==> src/rtl/datapath_sequencer.sv <==
// Micro-op sequencer for the register-file/ALU/memory datapath.
// Takes one command per handshake and drives the datapath control word until the op commits.
module datapath_sequencer #(
    parameter int unsigned DATA_W  = 64,
    parameter int unsigned REG_AW  = 5,
    parameter int unsigned MEM_LAT = 2
) (
    input  logic              clock,
    input  logic              reset,
    input  logic              cmd_valid,
    output logic              cmd_ready,
    input  logic [2:0]        cmd_op,
    input  logic [REG_AW-1:0] cmd_da,
    input  logic [REG_AW-1:0] cmd_sa,
    input  logic [REG_AW-1:0] cmd_sb,
    input  logic [4:0]        cmd_fs,
    input  logic [DATA_W-1:0] cmd_imm,
    output logic [REG_AW-1:0] DA,
    output logic [REG_AW-1:0] SA,
    output logic [REG_AW-1:0] SB,
    output logic              W,
    output logic [DATA_W-1:0] K,
    output logic              BS,
    output logic [4:0]        FS,
    output logic              write,
    output logic              selEN,
    input  logic [3:0]        status,
    output logic              done,
    output logic [3:0]        status_q,
    output logic              err
);

    localparam int unsigned CW = (MEM_LAT > 1) ? $clog2(MEM_LAT) : 1;
    localparam logic [REG_AW-1:0] ZERO_REG = '1;
    localparam logic [4:0] FS_PASS = 5'b00100;

    typedef enum logic {
        IDLE,
        EXEC
    } state_t;

    typedef enum logic [2:0] {
        OP_ALU_REG = 3'b000,
        OP_ALU_IMM = 3'b001,
        OP_STORE   = 3'b010,
        OP_LOAD    = 3'b011,
        OP_NOP     = 3'b100
    } op_t;

    state_t            state, state_next;
    op_t               op_q;
    logic [REG_AW-1:0] da_q, sa_q, sb_q;
    logic [4:0]        fs_q;
    logic [DATA_W-1:0] imm_q;
    logic [CW-1:0]     cnt;
    logic              accept;
    logic              last;
    logic              is_mem_cmd;
    logic              is_alu_q;

    assign is_mem_cmd = (cmd_op == OP_STORE) || (cmd_op == OP_LOAD);
    assign is_alu_q   = (op_q == OP_ALU_REG) || (op_q == OP_ALU_IMM);
    assign last       = (cnt == '0);

    always_ff @(posedge clock or negedge reset) begin
        if (!reset) begin
            state <= IDLE;
        end else begin
            state <= state_next;
        end
    end

    // Control word depends only on state and registered command, so an async
    // reset forcing IDLE drops every enable immediately.
    always_comb begin
        state_next = state;
        accept     = 1'b0;
        cmd_ready  = 1'b0;
        DA         = '0;
        SA         = '1;
        SB         = '1;
        W          = 1'b0;
        K          = '0;
        BS         = 1'b0;
        FS         = '0;
        write      = 1'b0;
        selEN      = 1'b1;
        done       = 1'b0;
        case (state)
            IDLE: begin
                cmd_ready = 1'b1;
                if (cmd_valid) begin
                    accept     = 1'b1;
                    state_next = EXEC;
                end
            end
            EXEC: begin
                done = last;
                if (last) begin
                    state_next = IDLE;
                end
                case (op_q)
                    OP_ALU_REG: begin
                        DA = da_q;
                        SA = sa_q;
                        SB = sb_q;
                        FS = fs_q;
                        W  = last && (da_q != ZERO_REG);
                    end
                    OP_ALU_IMM: begin
                        DA = da_q;
                        SA = sa_q;
                        FS = fs_q;
                        BS = 1'b1;
                        K  = imm_q;
                        W  = last && (da_q != ZERO_REG);
                    end
                    OP_STORE: begin
                        SA    = sa_q;
                        SB    = sb_q;
                        K     = imm_q;
                        BS    = 1'b1;
                        FS    = FS_PASS;
                        write = last;
                    end
                    OP_LOAD: begin
                        DA    = da_q;
                        SA    = sa_q;
                        K     = imm_q;
                        BS    = 1'b1;
                        FS    = FS_PASS;
                        selEN = 1'b0;
                        W     = last && (da_q != ZERO_REG);
                    end
                    default: ;
                endcase
            end
            default: state_next = IDLE;
        endcase
    end

    always_ff @(posedge clock or negedge reset) begin
        if (!reset) begin
            op_q     <= OP_NOP;
            da_q     <= '0;
            sa_q     <= '1;
            sb_q     <= '1;
            fs_q     <= '0;
            imm_q    <= '0;
            cnt      <= '0;
            status_q <= '0;
            err      <= 1'b0;
        end else begin
            if (accept) begin
                op_q  <= op_t'(cmd_op);
                da_q  <= cmd_da;
                sa_q  <= cmd_sa;
                sb_q  <= cmd_sb;
                fs_q  <= cmd_fs;
                imm_q <= cmd_imm;
                cnt   <= is_mem_cmd ? CW'(MEM_LAT - 1) : '0;
                if (cmd_op > OP_NOP) begin
                    err <= 1'b1;
                end
            end else if (state == EXEC && !last) begin
                cnt <= cnt - CW'(1);
            end
            if (done && is_alu_q) begin
                status_q <= status;
            end
        end
    end

endmodule

==> config.mk <==
export PLATFORM = sky130hd
export DESIGN_NAME = datapath_sequencer
export DESIGN_NICKNAME = d
export VERILOG_FILES = /design/src/rtl/datapath_sequencer.sv
export SDC_FILE = /design/constraint.sdc
export NUM_CORES = 1
export LEC_CHECK = 0
export ABC_AREA = 1
export CAP_MARGIN = 20
export CORE_ASPECT_RATIO = 1.25
export CORE_MARGIN = 2
export CORE_UTILIZATION = 40
export CTS_CLUSTER_SIZE = 40
export DETAILED_ROUTE_END_ITERATION = 8
export PLACE_DENSITY = 0.75
export SLEW_MARGIN = 40
export SYNTH_ARGS = -nofsm -noshare
export SYNTH_HDL_FRONTEND = slang
export SYNTH_SLANG_ARGS = --single-unit
==> constraint.sdc <==
create_clock -name clock -period 4.2 [get_ports clock]
set_clock_uncertainty 0.15 [all_clocks]
set_input_delay 1.05 -clock clock [delete_from_list [all_inputs] [get_ports clock]]
set_output_delay 1.05 -clock clock [all_outputs]
set_load 0.01 [all_outputs]
==> reports/metrics.yaml, run 1 <==
run_status:
  status: "finished clean"
grt:
  grt.overflow.total: 0
  grt_first_pass_wirelength_um: 17600
  antenna_found_initial: 0
  gr-usage-all-layers: 0.180
  vias_in_the_first_global_route: 3805
  grt_start_max_net_pins: 111
timing:
  grt_setup_unrepaired: "no"
  hold_violations: 0
  timing.final.max_slew_violations: 0
  slew_headroom: 0.511
  final_min_period_over_clock_period: 0.809
  max_freq_mhz: 294
  report.final.setup_viol: 0
  fin_setup_tns_ns: 0
  fin_hold_ws_ns: 0.316
  finalWorstPathRequiredPeriod_ns: 3.40
  tightest_slew_ns: 0.732
die:
  floorplan.initialDensity: 0.411
  die_width_um: 99.7
  dieArea_mm2: 0.0123
  die_h_um: 124
  ioPinCount: 189
  rows: 43
  fp.coreArea_mm2: 0.0111
clock_network:
  ctsRootBufferMaster: "clkbuf_16"
  cts_inserted_buffers: 9
  postCtsSetupBuffers: 0
  post_cts.resized_instances: 0
  post_cts_hold_buffer_count: 0
  clk_pin_slew_ns: 0.06
  numClockSinks: 94
  clkLatencyLatePin_ns: 0.33
  htreeDepth: 3
  clk_path_buf_depth: 2
  clock_tree_from_tritoncts: "yes"
synthesis:
  synth.distinct_cells: 19
  number_of_warnings_printed_during_yosys_synthesis: 0
  average_footprint_of_a_synthesized_cell_um2: 8.81
  syn_area_mm2: 0.00458
  number_of_register_bits_inferred_by_synthesis: 94
  synth_sequential_area_ratio: 0.517
  netlist_instances: 520
  syn_nets: 614
run:
  timing.max_cap.violations: 0
placed_design:
  gp_congestion: 0.819
  place_hpwl_um: 8120
  place_inst: 822
  buffer_ports.inserted: 188
critical_path:
  end_kind: "output pin"
  worstPathMaxFanout: 7
  timing.critical_path.arrival_ns: 2.20
  critPathKind: "register to output pin"
  critPathTopFamily: "buffers and inverters"
  critical_path.slowest_cell: "o21ai_0"
  timing.critical_path.from_type: "register"
  required_ns: 3.00
  crit_buf_inv: 2
  cpPeakStageDelay_ns: 0.58
  critical_path.cell_chain: "inv_1, o21ai_0, nor2_1, clkdlybuf4s50_1"
finish:
  flow.area_growth_from_synthesis_pct: 48.9
  fillCellCount: 944
  stdcell_count: 838
  num-nets-final: 792
  post_route_cells_drive_above_1_share: 0.131
  n_antenna_cell: 0
power:
  power.ir.vdd_worst_uv: 238
  power.density_mw_per_mm2: 393
  static-leakage-power_nw: 2.98
detailed_routing:
  detail_routed_via_count_per_cell: 4.50
  drt_iter0_drc: 156
  routed_wirelength_um: 10800
  detail_route.wl_per_cell_um: 12.9
  drt-pass1-iter-count: 4
  drt_drc_violations_left: 0
  postRouteAntennaNets: 0
  route.vias.total: 3774
worst_hold_path:
  holdCritPathClass: "register to register"
[layout make-up]
| cell class | count | area, µm² | share of cell area |
|---|---|---|---|
| sequential | 94 | 2370 | 0.347 |
| timing repair buffer | 194 | 1940 | 0.285 |
| multi-input combinational | 319 | 1720 | 0.252 |
| inverter | 80 | 300 | 0.0440 |
| clock buffer | 13 | 280 | 0.0411 |
| tap | 135 | 169 | 0.0248 |
| clock inverter | 3 | 40.0 | 0.00587 |
[flip-flops by register name, indices dropped and copies added (netlist names)]
signal,flops
imm_q,64
da_q,5
fs_q,5
sa_q,5
sb_q,5
status_q,4
op_q,3
cnt,1
err,1
state,1
[cells by family (layout without fill, tap and decap cells)]
group | Yosys count | after routing | synth area share
AO/OA/AOI/OAI | 76 | 76 | 0.0839
AND/OR/NAND/NOR | 243 | 243 | 0.290
flip-flops | 94 | 94 | 0.517
buffers and inverters | 107 | 290 | 0.110
[worst register-to-register path, delay by kind of cell (launching register included)]
kind / cells / cell delay, ns
DFF: 1 / 0.43
buffers and inverters: 1 / 0.49
and+or+nand+nor: 2 / 0.37
AOI/OAI and AO/OA: 1 / 0.13
[cells in the mapped netlist, drive strengths merged]
| library cell | number | area, µm² |
|---|---|---|
| buf | 16 | 160 |
| clkbuf | 11 | 41.3 |
| dfrtp | 83 | 2080 |
| dfstp | 11 | 289 |
| inv | 80 | 300 |
| nand2 | 142 | 533 |
| nand3 | 9 | 45.0 |
| nor2 | 86 | 714 |
| nor3 | 1 | 5.00 |
| o21ai | 76 | 384 |
| or2 | 5 | 31.3 |
[report_power, final]
group / leakage [nW] / total (mW) / internal [mW] / switching (mW)
combinational: 1.68 / 0.711 / 0.323 / 0.388
clock: 0.162 / 0.836 / 0.524 / 0.312
sequential: 1.13 / 1.13 / 1.07 / 0.0660
[stage by stage]
| step | cell area, µm² | power (mW) | worst slack, ns | utilization |
|---|---|---|---|---|
| after detailed placement | 6500 | 1.87 | 1.17 | 0.583 |
| after floorplan | 4580 | 1.54 | 1.85 | - |
| final | 6820 | 2.68 | 0.804 | 0.612 |
| after CTS | 6820 | 2.72 | 0.799 | 0.612 |
| after global routing | 6820 | 2.84 | 0.654 | 0.612 |
| after global placement | 6490 | 1.85 | 1.20 | 0.583 |
[per-layer routing]
layer  wire length [µm]  share of wire  track usage  vias up
met4                233          0.022       0.0634        0
li1                   -              -            -     1904
met5                  0              0            0        -
met1               4240           0.39        0.214     1704
met2               5290           0.49        0.296      148
met3               1070          0.099       0.0724       18
[path summary, 6_finish.rpt]
check	startpoint	end	slack, ns	cells past startpoint
setup / recovery	op_q[1]	DA[1]	0.80	4
hold / removal	sa_q[2]	sa_q[2]	0.32	2
setup reg to reg	state	imm_q[60]	2.53	4
hold reg to reg	sa_q[2]	sa_q[2]	0.32	2
max in group asynchronous	reset	op_q[2]	2.64	2
min in group asynchronous	reset	imm_q[4]	0.53	1
[layout by cell type, fill, tap and decap left out, types with 2 or more instances in the layout]
| cell | Yosys | layout |
|---|---|---|
| clkbuf_8 | 0 | 4 |
| buf_6 | 1 | 2 |
| o21ai_0 | 73 | 73 |
| dfrtp_1 | 83 | 83 |
| or2_2 | 5 | 5 |
| nor2_4 | 50 | 50 |
| o21ai_1 | 2 | 2 |
| nor2_1 | 35 | 35 |
| clkdlybuf4s50_1 | 0 | 187 |
| clkinv_2 | 0 | 2 |
| buf_4 | 0 | 4 |
| clkbuf_16 | 0 | 9 |
| inv_1 | 79 | 79 |
| nand2_1 | 142 | 142 |
| nand3_1 | 9 | 9 |
| dfstp_2 | 11 | 11 |
(Power assumes the default switching activity.)
==> run 2: changes to the inputs <==
--- a/config.mk
+++ b/config.mk
@@ -9,10 +9,10 @@
 export CAP_MARGIN = 20
 export CORE_ASPECT_RATIO = 1.25
 export CORE_MARGIN = 2
-export CORE_UTILIZATION = 40
+export CORE_UTILIZATION = 39
 export CTS_CLUSTER_SIZE = 40
 export DETAILED_ROUTE_END_ITERATION = 8
-export PLACE_DENSITY = 0.75
+export PLACE_DENSITY = 0.77
 export SLEW_MARGIN = 40
 export SYNTH_ARGS = -nofsm -noshare
 export SYNTH_HDL_FRONTEND = slang
==> constraint.sdc (replaced) <==
create_clock -name clock -period 2.8 [get_ports clock]
set_clock_uncertainty 0.15 [all_clocks]
set_input_delay 0.7 -clock clock [delete_from_list [all_inputs] [get_ports clock]]
set_output_delay 0.7 -clock clock [all_outputs]
set_load 0.01 [all_outputs]
==> run 2 against run 1 <==
Effect of this change:
- wire length up 6.9%
- setup slack worse by 0.76 ns
- total power up 45%
- flip-flop and latch count unchanged
- final area up 2.1%
- sequential power up 50%
- utilization down 0.99 points
- largest power group unchanged
==> reports/metrics.yaml, run 2 (synthesis results as in run 1) <==
run_status:
  status: "finished clean"  # unchanged
detailed_routing:
  met2WireLength_um: 6070  # was 5290 µm
  top_layer: "met4"  # unchanged
  detail_route.wl_per_cell_um: 13.6  # was 12.9 µm
  routed_wirelength_um: 11600  # was 10800 µm
  drt_iter0_drc: 190  # was 156
  detailroute.wirelength.met3_um: 586  # was 1070 µm
  drt-pass1-iter-count: 4  # unchanged
  route.vias.total: 3926  # was 3774
  postRouteAntennaNets: 0  # unchanged
  detail_routed_via_count_per_cell: 4.61  # was 4.50
  met1_length_um: 4670  # was 4240 µm
  drt_drc_violations_left: 0  # unchanged
power:
  power.ir.vdd_worst_uv: 345  # was 238 µV
  power.density_mw_per_mm2: 559  # was 393 mW/mm²
  total_power_mw: 3.89  # was 2.68 mW
  static-leakage-power_nw: 3.50  # was 2.98 nW
clock_network:
  clk_path_buf_depth: 2  # unchanged
  post_cts_hold_buffer_count: 0  # unchanged
  clkLatencyLatePin_ns: 0.33  # about the same
  clk_pin_slew_ns: 0.07  # was 0.06 ns
  clock_tree_from_tritoncts: "yes"  # unchanged
  ctsRootBufferMaster: "clkbuf_16"  # unchanged
  htreeDepth: 3  # unchanged
  cts_inserted_buffers: 9  # unchanged
  numClockSinks: 94  # unchanged
critical_path:
  critPathTopFamily: "buffers and inverters"  # unchanged
  timing.critical_path.from_type: "register"  # unchanged
  worstSetupStartpoint: "op_q[2]"  # was op_q[1]
  required_ns: 1.95  # was 3.00 ns
  rr_startpoint: "state"  # unchanged
  critical_path.cell_chain: "nor2_8, o21ai_4, buf_8, nor2_4, clkdlybuf4s50_1"  # was inv_1, o21ai_0, nor2_1, clkdlybuf4s50_1
  crit_buf_inv: 2  # unchanged
  cpPeakStageDelay_ns: 0.61  # was 0.58 ns
  critPathKind: "register to output pin"  # unchanged
  worstPathMaxFanout: 11  # was 7
  timing.critical_path.arrival_ns: 1.90  # was 2.20 ns
  end_kind: "output pin"  # unchanged
  critical_path.slowest_cell: "dfstp_2"  # was o21ai_0
die:
  die_width_um: 101  # was 99.7 µm
  floorplan.initialDensity: 0.396  # was 0.411
  die_h_um: 125  # was 124 µm
  rows: 44  # was 43
  dieArea_mm2: 0.0126  # was 0.0123 mm²
  fp.coreArea_mm2: 0.0116  # was 0.0111 mm²
  ioPinCount: 189  # unchanged
placed_design:
  place_hpwl_um: 8590  # was 8120 µm
  buffer_ports.inserted: 188  # unchanged
  gp_congestion: 0.819  # about the same
finish:
  n_antenna_cell: 0  # unchanged
  largest_register_ffs: 64  # unchanged
  layout.core_utilization: 0.602  # was 0.612
  final_common_cell: "nand2_1"  # was clkdlybuf4s50_1
  largest_register: "imm_q"  # unchanged
  num-nets-final: 804  # was 792
  flow.area_growth_from_synthesis_pct: 52.1  # was 48.9%
  most_frequent_cells_in_the_layout: "141 x nand2_1, 136 x clkdlybuf4s50_1, 82 x dfrtp_1"  # was 187 x clkdlybuf4s50_1, 142 x nand2_1, 83 x dfrtp_1
  fillCellCount: 1002  # was 944
  post_route_cells_drive_above_1_share: 0.144  # was 0.131
grt:
  grt_start_max_net_pins: 118  # was 111
  vias_in_the_first_global_route: 3989  # was 3805
  grt_first_pass_wirelength_um: 18700  # was 17600 µm
  grt.overflow.total: 0  # unchanged
  antenna_found_initial: 0  # unchanged
  gr-usage-all-layers: 0.185  # was 0.180
run:
  timing.max_cap.violations: 0  # unchanged
timing:
  timing.final.max_slew_violations: 0  # unchanged
  max_freq_mhz: 363
  hold_violations: 0  # unchanged
  grt_setup_unrepaired: "yes"  # was no
  slew_headroom: 0.551  # was 0.511
  finalWorstPathRequiredPeriod_ns: 2.75
  report.final.setup_viol: 0  # unchanged
  tightest_slew_ns: 0.672  # was 0.732 ns
  final_min_period_over_clock_period: 0.983
worst_hold_path:
  holdCritPathClass: "input pin to asynchronous set/reset pin"  # was register to register
-- run 2: power breakdown --
group | switching [mW] | internal, mW
Combinational | 0.608 | 0.518
Clock | 0.459 | 0.613
Sequential | 0.0936 | 1.60
Total | 1.16 | 2.73
-- run 2: worst paths after layout --
path,slack [ns],cells after the start,endpoint
setup / recovery,0.05,5,K[54]
min in group clock,0.31,2,err
hold / removal,0.12,1,imm_q[34]
hold reg to reg,0.31,2,err
setup reg to reg,1.26,4,op_q[1]
max in group asynchronous,1.73,2,imm_q[56]
-- run 2: repair_timing --
item | 4_1_cts | 5_1_grt
setup buffers | 5 | 1
gates cloned | 2 | 0
pin swaps | 1 | 0
resized for setup | 43 | 20
endpoints found under the setup margin | 72 | 28
-- run 2: layer usage --
metal  vias to the layer above  track usage
met5                         -            0
met4                         0       0.0660
met3                        20       0.0263
met2                       140        0.332
met1                      1838        0.224
li1                       1928            -
-- run 2: stage by stage --
step	area [µm²]	instances	TNS, ns	worst slack, ns	hold slack (ns)
6_report	6970	851	0	0.0489	0.122
5_1_grt	6970	851	-0.00950	-0.00780	0.147
4_1_cts	6910	850	-0.0138	-0.00858	0.130
3_5_place_dp	6550	829	0	0.0517	0.306
3_3_place_gp	6550	829	0	0.115	0.303
2_1_floorplan	4580	520	0	0.797	0.254
-- run 2: cell type report --
class                   instances  area [µm²]  area share
multi-input cells             319        1730       0.249
flip-flops and latches         94        2370       0.340
clock inverters                 2        10.0     0.00144
well taps                     138         173      0.0248
repair buffers                206        2140       0.307
clock buffers                  12         246      0.0354
inverters                      80         300      0.0431
==> run 3: changes to the inputs <==
--- a/config.mk
+++ b/config.mk
@@ -7,7 +7,6 @@
 export LEC_CHECK = 0
 export ABC_AREA = 1
 export CAP_MARGIN = 20
-export CORE_ASPECT_RATIO = 1.25
 export CORE_MARGIN = 2
 export CORE_UTILIZATION = 39
 export CTS_CLUSTER_SIZE = 40
==> constraint.sdc (replaced) <==
create_clock -name clock -period 2.8 [get_ports clock]
set_clock_uncertainty 0.15 [all_clocks]
set_input_delay 0.84 -clock clock [delete_from_list [all_inputs] [get_ports clock]]
set_output_delay 0.84 -clock clock [all_outputs]
set_load 0.01 [all_outputs]
==> run 3 against run 2 <==
Effect of this change:
- register-to-register slack got worse by 0.08 ns
- critical path depth fell by 1
- total power grew 1.9%
- maximum frequency is 0.84% higher
- highest routed layer unchanged
- non-clock buffer count grew 10
- first-iteration DRC count fell by 3.7%
- critical endpoint is now SB[1]
==> reports/metrics.yaml, run 3 (synthesis results as in run 1) <==
die:
  ioPinCount: 189  # unchanged
  die_h_um: 112  # was 125 µm
  die_width_um: 112  # was 101 µm
  fp.coreArea_mm2: 0.0114  # was 0.0116 mm²
  floorplan.initialDensity: 0.401  # was 0.396
  dieArea_mm2: 0.0126  # about the same
  rows: 39  # was 44
clock_network:
  clock_tree_from_tritoncts: "yes"  # unchanged
  ctsRootBufferMaster: "clkbuf_16"  # unchanged
  clk_pin_slew_ns: 0.07  # about the same
  htreeDepth: 3  # unchanged
  post_cts_hold_buffer_count: 0  # unchanged
  clkLatencyLatePin_ns: 0.33  # about the same
  clk_path_buf_depth: 2  # unchanged
  cts_inserted_buffers: 9  # unchanged
  numClockSinks: 94  # unchanged
timing:
  timing.final.max_slew_violations: 0  # unchanged
  worst_slack_ns: 0.0718  # was 0.0489 ns
  slew_headroom: 0.543  # was 0.551
  fin_hold_ws_ns: 0.311  # was 0.122 ns
  report.final.setup_viol: 0  # unchanged
  hold_violations: 0  # unchanged
  final_min_period_over_clock_period: 0.974  # was 0.983
  tightest_slew_ns: 0.684  # was 0.672 ns
  fin_setup_tns_ns: 0  # unchanged
  max_freq_mhz: 367  # was 363 MHz
  finalWorstPathRequiredPeriod_ns: 2.73  # was 2.75 ns
  grt_setup_unrepaired: "no"  # was yes
critical_path:
  critical_path.slowest_cell: "dfstp_2"  # unchanged
  required_ns: 1.81  # was 1.95 ns
  end_kind: "output pin"  # unchanged
  cp.depth: 4  # was 5
  cpPeakStageDelay_ns: 0.59  # was 0.61 ns
  rr_startpoint: "state"  # unchanged
  regToRegSetupSlack_ns: 1.18  # was 1.26 ns
  critical_path.cell_chain: "nor2_8, buf_4, nand2_1, clkdlybuf4s50_1"  # was nor2_8, o21ai_4, buf_8, nor2_4, clkdlybuf4s50_1
  worstPathMaxFanout: 8  # was 11
  critPathTopFamily: "buffers and inverters"  # unchanged
  timing.critical_path.arrival_ns: 1.74  # was 1.90 ns
  r2r_cells: 5  # was 4
  critPathKind: "register to output pin"  # unchanged
  timing.critical_path.from_type: "register"  # unchanged
  crit_buf_inv: 2  # unchanged
  worstSetupStartpoint: "op_q[2]"  # unchanged
power:
  power.ir.vdd_worst_uv: 310  # was 345 µV
  static-leakage-power_nw: 3.48  # was 3.50 nW
  power.density_mw_per_mm2: 567  # was 559 mW/mm²
finish:
  largest_register: "imm_q"  # unchanged
  post_route_cells_drive_above_1_share: 0.185  # was 0.144
  num-nets-final: 814  # was 804
  final_common_cell: "nand2_1"  # unchanged
  largest_register_ffs: 64  # unchanged
  most_frequent_cells_in_the_layout: "141 x nand2_1, 102 x clkdlybuf4s50_1, 81 x dfrtp_1"  # was 141 x nand2_1, 136 x clkdlybuf4s50_1, 82 x dfrtp_1
  flow.area_growth_from_synthesis_pct: 52.9  # was 52.1%
  n_antenna_cell: 0  # unchanged
detailed_routing:
  route.vias.total: 3913  # was 3926
  routed_wirelength_um: 11600  # about the same
  detail_routed_via_count_per_cell: 4.51  # was 4.61
  drt-pass1-iter-count: 4  # unchanged
  drt_iter0_drc: 183  # was 190
  postRouteAntennaNets: 0  # unchanged
  detail_route.wl_per_cell_um: 13.3  # was 13.6 µm
  drt_drc_violations_left: 0  # unchanged
worst_hold_path:
  holdCritPathClass: "register to register"  # was input pin to asynchronous set/reset pin
  min-delay-start: "err"
  min_delay_path_depth: 2
placed_design:
  buffer_ports.inserted: 188  # unchanged
  gp_congestion: 0.826  # was 0.819
  place_hpwl_um: 8190  # was 8590 µm
  placement.setup.worst_slack_ns: 0.0711  # was 0.0517 ns
grt:
  gr-usage-all-layers: 0.188  # was 0.185
  grt.overflow.total: 0  # unchanged
  grt_first_pass_wirelength_um: 19000  # was 18700 µm
  vias_in_the_first_global_route: 4017  # was 3989
  antenna_found_initial: 0  # unchanged
  grt_start_max_net_pins: 115  # was 118
run:
  timing.max_cap.violations: 0  # unchanged
run_status:
  status: "finished clean"  # unchanged
## run 3: changes by cell type in the layout (fill, tap and decap cells not counted), sizes merged
cell,before,now
clkdlybuf4s50,136,102
dlygate4sd2,34,59
buf,19,33
clkbuf,12,22
dlymetal6s2s,17,8
clkdlybuf4s15,0,2
clkinv,2,3
clkinvlp,0,1
inv,80,81
## run 3: repair_timing
action | 4_1_cts | 5_1_grt
pin swaps | 3 | 0
gates resized for setup | 104 | 37
cloned | 3 | 0
endpoints found under the setup margin | 82 | 34
setup buffers | 15 | 0
## run 3: final timing paths
kind | endpoint
worst max-delay path | SB[1]
worst min-delay path | err
worst max register to register | imm_q[38]
worst min register to register | err
max in group asynchronous | imm_q[54]
min in group asynchronous | imm_q[2]
## run 3: through the flow
| stage | std cells | cell area [µm²] | utilization | power (mW) |
|---|---|---|---|---|
| 6_report | 867 | 7000 | 0.613 | 3.97 |
| 2_1_floorplan | 520 | 4580 | - | 2.31 |
| 5_1_grt | 867 | 7000 | 0.613 | 4.20 |
| 3_5_place_dp | 834 | 6570 | 0.575 | 2.82 |
| 3_3_place_gp | 834 | 6570 | 0.575 | 2.79 |
| 4_1_cts | 867 | 7040 | 0.617 | 4.02 |
## run 3: worst reg2reg max path, delay by kind of cell (launching register included)
kind	cells	cell delay (ns)
flip-flops	1	0.42
AND/OR/NAND/NOR	2	0.35
buffers and inverters	2	0.48
AO/OA/AOI/OAI	1	0.12
## run 3: layer usage
layer / track usage / vias up / part of all wire
li1: - / 1957 / -
met1: 0.239 / 1808 / 0.43
met4: 0.0593 / 0 / 0.018
met2: 0.312 / 133 / 0.48
met5: 0 / - / 0
met3: 0.0540 / 15 / 0.071
## run 3: cell type report
| class | count | area (µm²) |
|---|---|---|
| inverter | 80 | 303 |
| clock inverter | 5 | 35.0 |
| timing repair buffer | 216 | 2150 |
| fill | 1001 | 4420 |
| sequential | 94 | 2370 |
| multi-input combinational | 319 | 1730 |
| tap | 143 | 179 |
| clock buffer | 10 | 239 |
## run 3: report_power, final
group / internal (mW) / switching [mW] / total (mW)
logic: 0.531 / 0.619 / 1.15
clock network: 0.622 / 0.499 / 1.12
registers: 1.60 / 0.0956 / 1.70
total: 2.75 / 1.21 / 3.97
